File: src/rtl/apb_pkg.sv
// Shared widths, FSM state encoding and latched-request payload for the APB master arbiter.
package apb_pkg;

  localparam int unsigned ADDR_WIDTH = 32;
  localparam int unsigned DATA_WIDTH = 32;
  localparam int unsigned STRB_WIDTH = DATA_WIDTH / 8;

  typedef enum logic [1:0] {
    ST_IDLE   = 2'd0,
    ST_SETUP  = 2'd1,
    ST_ACCESS = 2'd2
  } apb_state_e;

  typedef struct packed {
    logic                  write;
    logic [ADDR_WIDTH-1:0] addr;
    logic [DATA_WIDTH-1:0] wdata;
    logic [STRB_WIDTH-1:0] strb;
  } apb_req_t;

endpackage

File: src/rtl/apb_master_arb_if.sv
// Requester handshake, response and APB bus signals of the two-requester APB master.
interface apb_master_arb_if;
  import apb_pkg::*;

  logic [1:0]            req_valid;
  logic [1:0]            req_ready;
  logic                  req0_write;
  logic                  req1_write;
  logic [ADDR_WIDTH-1:0] req0_addr;
  logic [ADDR_WIDTH-1:0] req1_addr;
  logic [DATA_WIDTH-1:0] req0_wdata;
  logic [DATA_WIDTH-1:0] req1_wdata;
  logic [STRB_WIDTH-1:0] req0_strb;
  logic [STRB_WIDTH-1:0] req1_strb;

  logic [1:0]            rsp_valid;
  logic [DATA_WIDTH-1:0] rsp_rdata;
  logic                  rsp_slverr;
  logic                  rsp_timeout;

  logic                  PSELx;
  logic                  PENABLE;
  logic                  PWRITE;
  logic [ADDR_WIDTH-1:0] PADDR;
  logic [DATA_WIDTH-1:0] PWDATA;
  logic [STRB_WIDTH-1:0] PSTRB;
  logic [DATA_WIDTH-1:0] PRDATA;
  logic                  PREADY;
  logic                  PSLVERR;

  modport master (
    input  req_valid, req0_write, req1_write, req0_addr, req1_addr,
           req0_wdata, req1_wdata, req0_strb, req1_strb,
    output req_ready, rsp_valid, rsp_rdata, rsp_slverr, rsp_timeout,
    output PSELx, PENABLE, PWRITE, PADDR, PWDATA, PSTRB,
    input  PRDATA, PREADY, PSLVERR
  );

  modport slave (
    output req_valid, req0_write, req1_write, req0_addr, req1_addr,
           req0_wdata, req1_wdata, req0_strb, req1_strb,
    input  req_ready, rsp_valid, rsp_rdata, rsp_slverr, rsp_timeout,
    input  PSELx, PENABLE, PWRITE, PADDR, PWDATA, PSTRB,
    output PRDATA, PREADY, PSLVERR
  );

endinterface

File: src/rtl/apb_rr_arb2.sv
// Two-way round-robin arbiter: a lone requester always wins, a tie goes to i_ptr.
module apb_rr_arb2 (
  input  logic [1:0] i_valid,
  input  logic       i_ptr,
  output logic [1:0] o_grant
);

  always_comb begin
    o_grant = i_valid;
    if (&i_valid) begin
      o_grant = i_ptr ? 2'b10 : 2'b01;
    end
  end

endmodule

File: src/rtl/apb_master_arb.sv
// APB master shared by two requesters: round-robin grant, SETUP/ACCESS sequencing,
// PREADY wait timeout and a one-cycle response pulse to the owning requester.
module apb_master_arb
  import apb_pkg::*;
#(
  parameter int unsigned TIMEOUT_CYCLES = 16
) (
  input logic              PCLK,
  input logic              PRESET,
  apb_master_arb_if.master bus
);

  localparam int unsigned   CNT_W    = 8;
  localparam logic [CNT_W-1:0] CNT_LAST = CNT_W'(TIMEOUT_CYCLES - 1);

  apb_state_e            r_state, w_state_nxt;
  apb_req_t              r_req, w_req_nxt;
  logic                  r_psel, w_psel_nxt;
  logic                  r_penable, w_penable_nxt;
  logic                  r_owner, w_owner_nxt;
  logic                  r_ptr, w_ptr_nxt;
  logic [CNT_W-1:0]      r_wait_cnt, w_wait_cnt_nxt;
  logic [1:0]            r_rsp_valid, w_rsp_valid_nxt;
  logic [DATA_WIDTH-1:0] r_rsp_rdata, w_rsp_rdata_nxt;
  logic                  r_rsp_slverr, w_rsp_slverr_nxt;
  logic                  r_rsp_timeout, w_rsp_timeout_nxt;
  logic [1:0]            w_grant;
  logic [1:0]            w_req_ready;
  logic                  w_done;

  apb_rr_arb2 u_arb (
    .i_valid (bus.req_valid),
    .i_ptr   (r_ptr),
    .o_grant (w_grant)
  );

  // Next-state and next-output logic
  always_comb begin
    w_state_nxt       = r_state;
    w_req_nxt         = r_req;
    w_psel_nxt        = r_psel;
    w_penable_nxt     = r_penable;
    w_owner_nxt       = r_owner;
    w_ptr_nxt         = r_ptr;
    w_wait_cnt_nxt    = r_wait_cnt;
    w_rsp_valid_nxt   = '0;
    w_rsp_rdata_nxt   = r_rsp_rdata;
    w_rsp_slverr_nxt  = r_rsp_slverr;
    w_rsp_timeout_nxt = r_rsp_timeout;
    w_req_ready       = '0;
    w_done            = 1'b0;

    unique case (r_state)
      ST_IDLE: begin
        if (!PRESET && (|bus.req_valid)) begin
          w_req_ready     = w_grant;
          w_owner_nxt     = w_grant[1];
          w_ptr_nxt       = ~w_grant[1];
          w_req_nxt.write = w_grant[1] ? bus.req1_write : bus.req0_write;
          w_req_nxt.addr  = w_grant[1] ? bus.req1_addr  : bus.req0_addr;
          w_req_nxt.wdata = w_grant[1] ? bus.req1_wdata : bus.req0_wdata;
          w_req_nxt.strb  = w_grant[1] ? bus.req1_strb  : bus.req0_strb;
          w_psel_nxt      = 1'b1;
          w_penable_nxt   = 1'b0;
          w_state_nxt     = ST_SETUP;
        end
      end
      ST_SETUP: begin
        w_penable_nxt  = 1'b1;
        w_wait_cnt_nxt = '0;
        w_state_nxt    = ST_ACCESS;
      end
      ST_ACCESS: begin
        // PREADY takes priority over a timeout on the same edge
        if (bus.PREADY) begin
          w_done            = 1'b1;
          w_rsp_rdata_nxt   = r_req.write ? '0 : bus.PRDATA;
          w_rsp_slverr_nxt  = bus.PSLVERR;
          w_rsp_timeout_nxt = 1'b0;
        end else if (r_wait_cnt == CNT_LAST) begin
          w_done            = 1'b1;
          w_rsp_rdata_nxt   = '0;
          w_rsp_slverr_nxt  = 1'b1;
          w_rsp_timeout_nxt = 1'b1;
        end else begin
          w_wait_cnt_nxt = r_wait_cnt + CNT_W'(1);
        end
        if (w_done) begin
          w_psel_nxt      = 1'b0;
          w_penable_nxt   = 1'b0;
          w_rsp_valid_nxt = r_owner ? 2'b10 : 2'b01;
          w_state_nxt     = ST_IDLE;
        end
      end
      default: begin
        w_state_nxt   = ST_IDLE;
        w_psel_nxt    = 1'b0;
        w_penable_nxt = 1'b0;
      end
    endcase
  end

  // State and output registers
  always_ff @(posedge PCLK) begin
    if (PRESET) begin
      r_state       <= ST_IDLE;
      r_req         <= '0;
      r_psel        <= 1'b0;
      r_penable     <= 1'b0;
      r_owner       <= 1'b0;
      r_ptr         <= 1'b0;
      r_wait_cnt    <= '0;
      r_rsp_valid   <= '0;
      r_rsp_rdata   <= '0;
      r_rsp_slverr  <= 1'b0;
      r_rsp_timeout <= 1'b0;
    end else begin
      r_state       <= w_state_nxt;
      r_req         <= w_req_nxt;
      r_psel        <= w_psel_nxt;
      r_penable     <= w_penable_nxt;
      r_owner       <= w_owner_nxt;
      r_ptr         <= w_ptr_nxt;
      r_wait_cnt    <= w_wait_cnt_nxt;
      r_rsp_valid   <= w_rsp_valid_nxt;
      r_rsp_rdata   <= w_rsp_rdata_nxt;
      r_rsp_slverr  <= w_rsp_slverr_nxt;
      r_rsp_timeout <= w_rsp_timeout_nxt;
    end
  end

  assign bus.req_ready   = w_req_ready;
  assign bus.PSELx       = r_psel;
  assign bus.PENABLE     = r_penable;
  assign bus.PWRITE      = r_req.write;
  assign bus.PADDR       = r_req.addr;
  assign bus.PWDATA      = r_req.wdata;
  assign bus.PSTRB       = r_req.strb;
  assign bus.rsp_valid   = r_rsp_valid;
  assign bus.rsp_rdata   = r_rsp_rdata;
  assign bus.rsp_slverr  = r_rsp_slverr;
  assign bus.rsp_timeout = r_rsp_timeout;

endmodule

File: src/flat_wrapper.sv
// flat-port wrapper written by rule: the top's interface ports become plain ports
module apb_master_arb_flat import apb_pkg::*;
#(
  parameter int unsigned TIMEOUT_CYCLES = 16
)
  (PCLK, PRESET, bus_req_valid, bus_req0_write, bus_req1_write, bus_req0_addr, bus_req1_addr, bus_req0_wdata, bus_req1_wdata, bus_req0_strb, bus_req1_strb, bus_req_ready, bus_rsp_valid, bus_rsp_rdata, bus_rsp_slverr, bus_rsp_timeout, bus_PSELx, bus_PENABLE, bus_PWRITE, bus_PADDR, bus_PWDATA, bus_PSTRB, bus_PRDATA, bus_PREADY, bus_PSLVERR);
  apb_master_arb_if bus_i ();
  input logic PCLK;
  input logic PRESET;
  input wire logic [$bits(bus_i.req_valid)-1:0] bus_req_valid;
  input wire logic [$bits(bus_i.req0_write)-1:0] bus_req0_write;
  input wire logic [$bits(bus_i.req1_write)-1:0] bus_req1_write;
  input wire logic [$bits(bus_i.req0_addr)-1:0] bus_req0_addr;
  input wire logic [$bits(bus_i.req1_addr)-1:0] bus_req1_addr;
  input wire logic [$bits(bus_i.req0_wdata)-1:0] bus_req0_wdata;
  input wire logic [$bits(bus_i.req1_wdata)-1:0] bus_req1_wdata;
  input wire logic [$bits(bus_i.req0_strb)-1:0] bus_req0_strb;
  input wire logic [$bits(bus_i.req1_strb)-1:0] bus_req1_strb;
  output wire logic [$bits(bus_i.req_ready)-1:0] bus_req_ready;
  output wire logic [$bits(bus_i.rsp_valid)-1:0] bus_rsp_valid;
  output wire logic [$bits(bus_i.rsp_rdata)-1:0] bus_rsp_rdata;
  output wire logic [$bits(bus_i.rsp_slverr)-1:0] bus_rsp_slverr;
  output wire logic [$bits(bus_i.rsp_timeout)-1:0] bus_rsp_timeout;
  output wire logic [$bits(bus_i.PSELx)-1:0] bus_PSELx;
  output wire logic [$bits(bus_i.PENABLE)-1:0] bus_PENABLE;
  output wire logic [$bits(bus_i.PWRITE)-1:0] bus_PWRITE;
  output wire logic [$bits(bus_i.PADDR)-1:0] bus_PADDR;
  output wire logic [$bits(bus_i.PWDATA)-1:0] bus_PWDATA;
  output wire logic [$bits(bus_i.PSTRB)-1:0] bus_PSTRB;
  input wire logic [$bits(bus_i.PRDATA)-1:0] bus_PRDATA;
  input wire logic [$bits(bus_i.PREADY)-1:0] bus_PREADY;
  input wire logic [$bits(bus_i.PSLVERR)-1:0] bus_PSLVERR;
  assign bus_i.req_valid = bus_req_valid;
  assign bus_i.req0_write = bus_req0_write;
  assign bus_i.req1_write = bus_req1_write;
  assign bus_i.req0_addr = bus_req0_addr;
  assign bus_i.req1_addr = bus_req1_addr;
  assign bus_i.req0_wdata = bus_req0_wdata;
  assign bus_i.req1_wdata = bus_req1_wdata;
  assign bus_i.req0_strb = bus_req0_strb;
  assign bus_i.req1_strb = bus_req1_strb;
  assign bus_req_ready = bus_i.req_ready;
  assign bus_rsp_valid = bus_i.rsp_valid;
  assign bus_rsp_rdata = bus_i.rsp_rdata;
  assign bus_rsp_slverr = bus_i.rsp_slverr;
  assign bus_rsp_timeout = bus_i.rsp_timeout;
  assign bus_PSELx = bus_i.PSELx;
  assign bus_PENABLE = bus_i.PENABLE;
  assign bus_PWRITE = bus_i.PWRITE;
  assign bus_PADDR = bus_i.PADDR;
  assign bus_PWDATA = bus_i.PWDATA;
  assign bus_PSTRB = bus_i.PSTRB;
  assign bus_i.PRDATA = bus_PRDATA;
  assign bus_i.PREADY = bus_PREADY;
  assign bus_i.PSLVERR = bus_PSLVERR;
  apb_master_arb #(.TIMEOUT_CYCLES(TIMEOUT_CYCLES)) u_core (.PCLK(PCLK), .PRESET(PRESET), .bus(bus_i));
endmodule
File: config.mk
export PLATFORM = sky130hd
export DESIGN_NAME = apb_master_arb_flat
export DESIGN_NICKNAME = d
export VERILOG_FILES = /design/src/rtl/apb_pkg.sv /design/src/rtl/apb_master_arb_if.sv /design/src/rtl/apb_rr_arb2.sv /design/src/rtl/apb_master_arb.sv /design/src/flat_wrapper.sv
export SDC_FILE = /design/constraint.sdc
export NUM_CORES = 1
export LEC_CHECK = 0
export BUFFER_PORTS_ARGS = -buffer_cell sky130_fd_sc_hd__buf_2
export CAP_MARGIN = 30
export CORE_MARGIN = 3
export CORE_UTILIZATION = 53
export CTS_BUF_LIST = sky130_fd_sc_hd__clkbuf_4 sky130_fd_sc_hd__clkbuf_8
export CTS_CLUSTER_DIAMETER = 40
export DETAILED_ROUTE_END_ITERATION = 10
export PLACE_DENSITY_LB_ADDON = 0.08
export RECOVER_POWER = 50
export SYNTH_ARGS = -nofsm -noshare
export SYNTH_HDL_FRONTEND = slang
export SYNTH_SLANG_ARGS = --single-unit
File: constraint.sdc
create_clock -name PCLK -period 2.5 [get_ports PCLK]
set_clock_uncertainty 0.1 [all_clocks]
set_input_delay 0.375 -clock PCLK [delete_from_list [all_inputs] [get_ports PCLK]]
set_output_delay 0.375 -clock PCLK [all_outputs]
set_load 0.01 [all_outputs]
# Word-level counts from Yosys, hierarchy flattened
# Cells that the tools add are included.
# totals
reg_bits,119
in_bits,176
out_inout_bits,109
# op_classes
n_addsub,1
eq_ne,7
muxes,29
bitwise_logic,4
reduce_logical,13
# ops
cell,n
32-bit 2-to-1 mux,5
8-bit 2-to-1 mux,2
8-bit case mux with 2 select lines,1
2-bit 2-to-1 mux,7
1-bit 2-to-1 mux,10
8-bit by 1-bit adder with 8-bit output (second input constant),1
8-bit by 4-bit equality test with 1-bit output (second input constant),1
2-bit AND reduction,4
1-bit case mux with 3 select lines,2
2-bit case mux with 3 select lines,1
3-bit AND reduction,2
4-bit 2-to-1 mux,1
2-bit by 1-bit != test with 1-bit output (second input constant),2
2-bit != test (second input constant),2
1-bit NOT,4
2-bit nonzero test,2
3-bit OR reduction,1
2-bit by 1-bit equality test with 1-bit output (second input constant),1
2-bit equality test (second input constant),1
2-bit zero test,1
2-bit OR reduction,1
1-bit logical AND,1
1-bit zero test,1

# Logic depth before layout (Yosys ltp)
# logic_depth
word_depth,6
mapped_depth,6
mapped_depth_nobuf,4

# Hierarchy
# Synthesis repeated with hierarchy kept, for this count alone.
# unflattened
cells_unflattened,555
hier_area_um2,5502.8
# by_module_without_submodules
mod,n_inst,cells_each,area_each_um2,seq_area_each_um2
apb_master_arb,1,552,5484.0,2362.3
apb_rr_arb2,1,3,18.8,0.0

# Worst setup path after synthesis
# No wires, ideal clock.
# synth_timing
path_kind,flip-flop to output port
start,reg u_core.r_state[1]
end,out bus_req_ready[1]
t_arrival_ns,1.456
t_required_ns,2.025
path_slack_ns,0.569
stages_incl_launch_ff,7
n_path_buf,3
cell_sequence,dfxtp_1 buf_4 nor2_2 buf_4 buf_2 nand2_1 nor4_1
# synth_between
elab_chain_len,2
# synth_lines
element,line,source
from (decl),apb_master_arb.sv:16,"apb_state_e r_state, w_state_nxt;"
from (signal assigned),apb_master_arb.sv:118,r_state <= w_state_nxt;
2-bit zero test,apb_master_arb.sv:53,unique case (r_state)
2-bit 2-to-1 mux,apb_master_arb.sv:53,
to (decl),flat_wrapper.sv:19,output wire logic [$bits(bus_i.req_ready)-1:0] bus_req_ready;
# Every way passes these cells.

# Worst setup path in the final report
# layout_timing
start,reg u_core.r_ptr
end,out bus_req_ready[0]
# layout_between
elab_chain_len,4
# layout_lines
element,line,source
from (decl),apb_master_arb.sv:21,"logic r_ptr, w_ptr_nxt;"
from (signal assigned),apb_master_arb.sv:123,r_ptr <= w_ptr_nxt;
2-bit 2-to-1 mux,apb_rr_arb2.sv:11,o_grant = i_ptr ? 2'b10 : 2'b01;
2-bit 2-to-1 mux,apb_rr_arb2.sv:10,if (&i_valid) begin
2-bit 2-to-1 mux,apb_master_arb.sv:55,if (!PRESET && (|bus.req_valid)) begin
2-bit 2-to-1 mux,apb_master_arb.sv:53,
# Every way passes these cells.

==> impl_metrics.toml <==
[layout]
area_delta_synth_final_pct = 26.3
fin_nets = 1064
layout_common_cells = "177 x buf_2, 118 x dfxtp_1, 107 x clkbuf_1"
final_cells = 1044
final_util_pct = 69.3
drive_above_1_share_pct = 34.4
final_common_cell = "buf_2"

[routing]
drt_iter0_markers = 416
vias = 6318
routedWlPerCell_um = 18.9
dr.pass1.iters = 4
drc = 0
ant_nets = 0
viasPerCell = 6.05
routed_wl_mm = 19.7

[clock_network]
cts_resized = 0
postCtsSetupBuffers = 0
clock_sink_count = 118
clkTransAtPathRegs_ns = 0.08
numCtsBuffers = 17
cts_hold_buf = 0
cts_buffer_depth = 2
htree_levels = 4
cts_tree = "done"
clk_latency_ns = 0.43
cts_root_buf = "clkbuf_8"

[grt]
grt_first_pass_wirelength_mm = 30.3
grtUsageMet3_pct = 8.04
grt_antenna_before_repair = 0
met1_usage_pct = 33.6
gr-total-overflow = 0
track_usage_pct = 28.6
grt_pass1_vias = 6153
top_usage_layer = "met2"
grt_max_degree = 71
met2_usage_pct = 48.3

[worst_setup_path]
worstPathMaxFanout = 33
worst_setup_path_start_kind = "flop"
crit_type = "flop to output port"
cp.required_ns = 2.03
worstPathArrival_ns = 1.77
crit_path_end_kind = "output port"

[logic_synthesis]
ys_seq_area_share_pct = 37.2
synth_top_area_cell = "dfxtp_1"
ys_ff_latch = 118
synth_xor_area_share_pct = 0
synthTopCellsByArea = "dfxtp_1 37%, a311oi_2 16%, nand3b_1 8.5%, a21oi_1 5.8%, o21ai_0 5.4%"
synth_fa_ha_area_share_pct = 0.197
synthCells = 648
synth-simple-area-share_pct = 16.5
async_reset_ff_share_pct = 0
synth_ff_type = "dfxtp_1"
synth_cell_types = 52
synth_top_area_share_pct = 37.2
synth-compound-area-share_pct = 38.5
synth.cell_area_um2 = 6350
muxShareOfSynthArea_pct = 0.670
synth-edff-count = 0
synth.avg_cell_area_um2 = 9.80
synthesis.nets = 825
synth_top_family_by_area = "compound AO/OA/AOI/OAI gates"
ys_warn_count = 0

[floorplanning]
io_pins = 285
dieArea_um2 = 13300
initial_core_util_pct = 54.9
die_h_um = 115
fp.dieW_um = 115
placementRows = 39
coreArea_um2 = 11600

[pwr]
vdd_ir_drop_max_mv = 0.326
p_leak_nw = 3.26
p_per_area_nw_per_um2 = 662

[sta]
rsz0062_at_grt = "false"
period_needed_ns = 2.25
finalSetupViolCount = 0
tns_ns = 0
tightest_slew_ns = 1.10
slew-limit-headroom_pct = 26.6
finalHoldViolCount = 0
max_freq_ghz = 0.445
period_share_pct = 89.8
worst_slack_ns = 0.254
report.final.slew_viol_count = 0
timing.hold.ws_ns = 0.144

[placed_design]
place.gp.congestion = 0.874
io_buffers = 284
hpwl_mm = 13.5
dp_cells = 1011
post-place-ws_ns = 0.595

[run]
drv_cap = 0

[hold_path]
hp-class = "input pin to flop"

[status]
outcome = "completed"
==> worst max-delay path, cell delays in order (launching register included) <==
cell and delay, ns:
dfxtp_1 0.32, and2b_2 0.55, nor2_1 0.15, nor3_1 0.16, buf_2 0.16
==> cells in the mapped netlist (2+ instances only) <==
master and instances:
buf_6 8, a311oi_2 69, and2b_1 7, dfxtp_1 118
nor2b_1 29, nor3b_2 2, a21o_1 33, nor4_1 2
clkbuf_1 36, nand3b_1 72, a21oi_1 74, buf_4 3
and3b_1 3, nor4b_1 2, nand2_1 3, and3_1 3
a31oi_1 2, mux2i_1 2, a32o_1 33, o21ai_0 69
nand3_1 2, buf_2 36, nor2_1 7, a211oi_1 2
nand2b_1 3, nor4bb_1 2
==> flip-flops by register name (all words and copies together) (netlist names), 2 cells and up <==
| register | cells |
|---|---|
| u_core.r_state | 2 |
| u_core.bus.rsp_valid | 2 |
| u_core.bus.rsp_rdata | 32 |
| u_core.bus.PWDATA | 32 |
| u_core.r_wait_cnt | 8 |
| u_core.bus.PADDR | 32 |
| u_core.bus.PSTRB | 4 |
==> stage by stage <==
step	total power [mW]	cell area (um^2)
3_3_place_gp	3.45	7700
3_5_place_dp	3.50	7730
4_1_cts	5.37	8160
5_1_grt	5.54	8010
6_report	5.31	8010
2_1_floorplan	3.04	6350
==> report_power, final <==
group / switching, mW / internal [mW]
Sequential: 0.107 / 2.06
Clock: 0.763 / 1.12
Combinational: 0.742 / 0.516
Total: 1.61 / 3.70
==> kinds of logic after synthesis <==
kind of cell	after synthesis
mux	4
simple gates	148
compound gates	291
flops	118
fa+ha+maj	1
buf+inv	86
==> cell type report <==
cell class / instances / area, um^2
clock buffers: 24 / 312
multi-input cells: 444 / 3550
well taps: 143 / 179
clock inverters: 8 / 120
flip-flops and latches: 118 / 2360
repair buffers: 304 / 1480
inverters: 2 / 7.51
diodes: 1 / 2.50
fillers: 980 / 3550
==> final timing paths <==
kind	slack (ns)	startpoint	cells after the start	endpoint
worst max-delay path	0.25	u_core.r_ptr$_SDFFE_PP0P_	4	bus_req_ready[0]
worst min-delay path	0.14	bus_req1_wdata[3]	3	u_core.bus.PWDATA[3]$_SDFFE_PP0P_
worst max register to register	0.32	u_core.r_state[1]$_SDFFE_PP0P_	4	u_core.bus.PWDATA[30]$_SDFFE_PP0P_
worst min register to register	0.39	u_core.r_owner$_SDFFE_PP0P_	1	u_core.bus.rsp_valid[0]$_SDFF_PP0_
==> per-layer routing <==
metal / share of wire (%) / up-vias / routed length [um]
met4: 3.4 / 0 / 666
met5: 0 / - / 0
met3: 7.1 / 50 / 1400
met2: 50 / 278 / 9930
li1: - / 2987 / -
met1: 39 / 3003 / 7710
No activity file was read; power rests on OpenSTA's default activity.
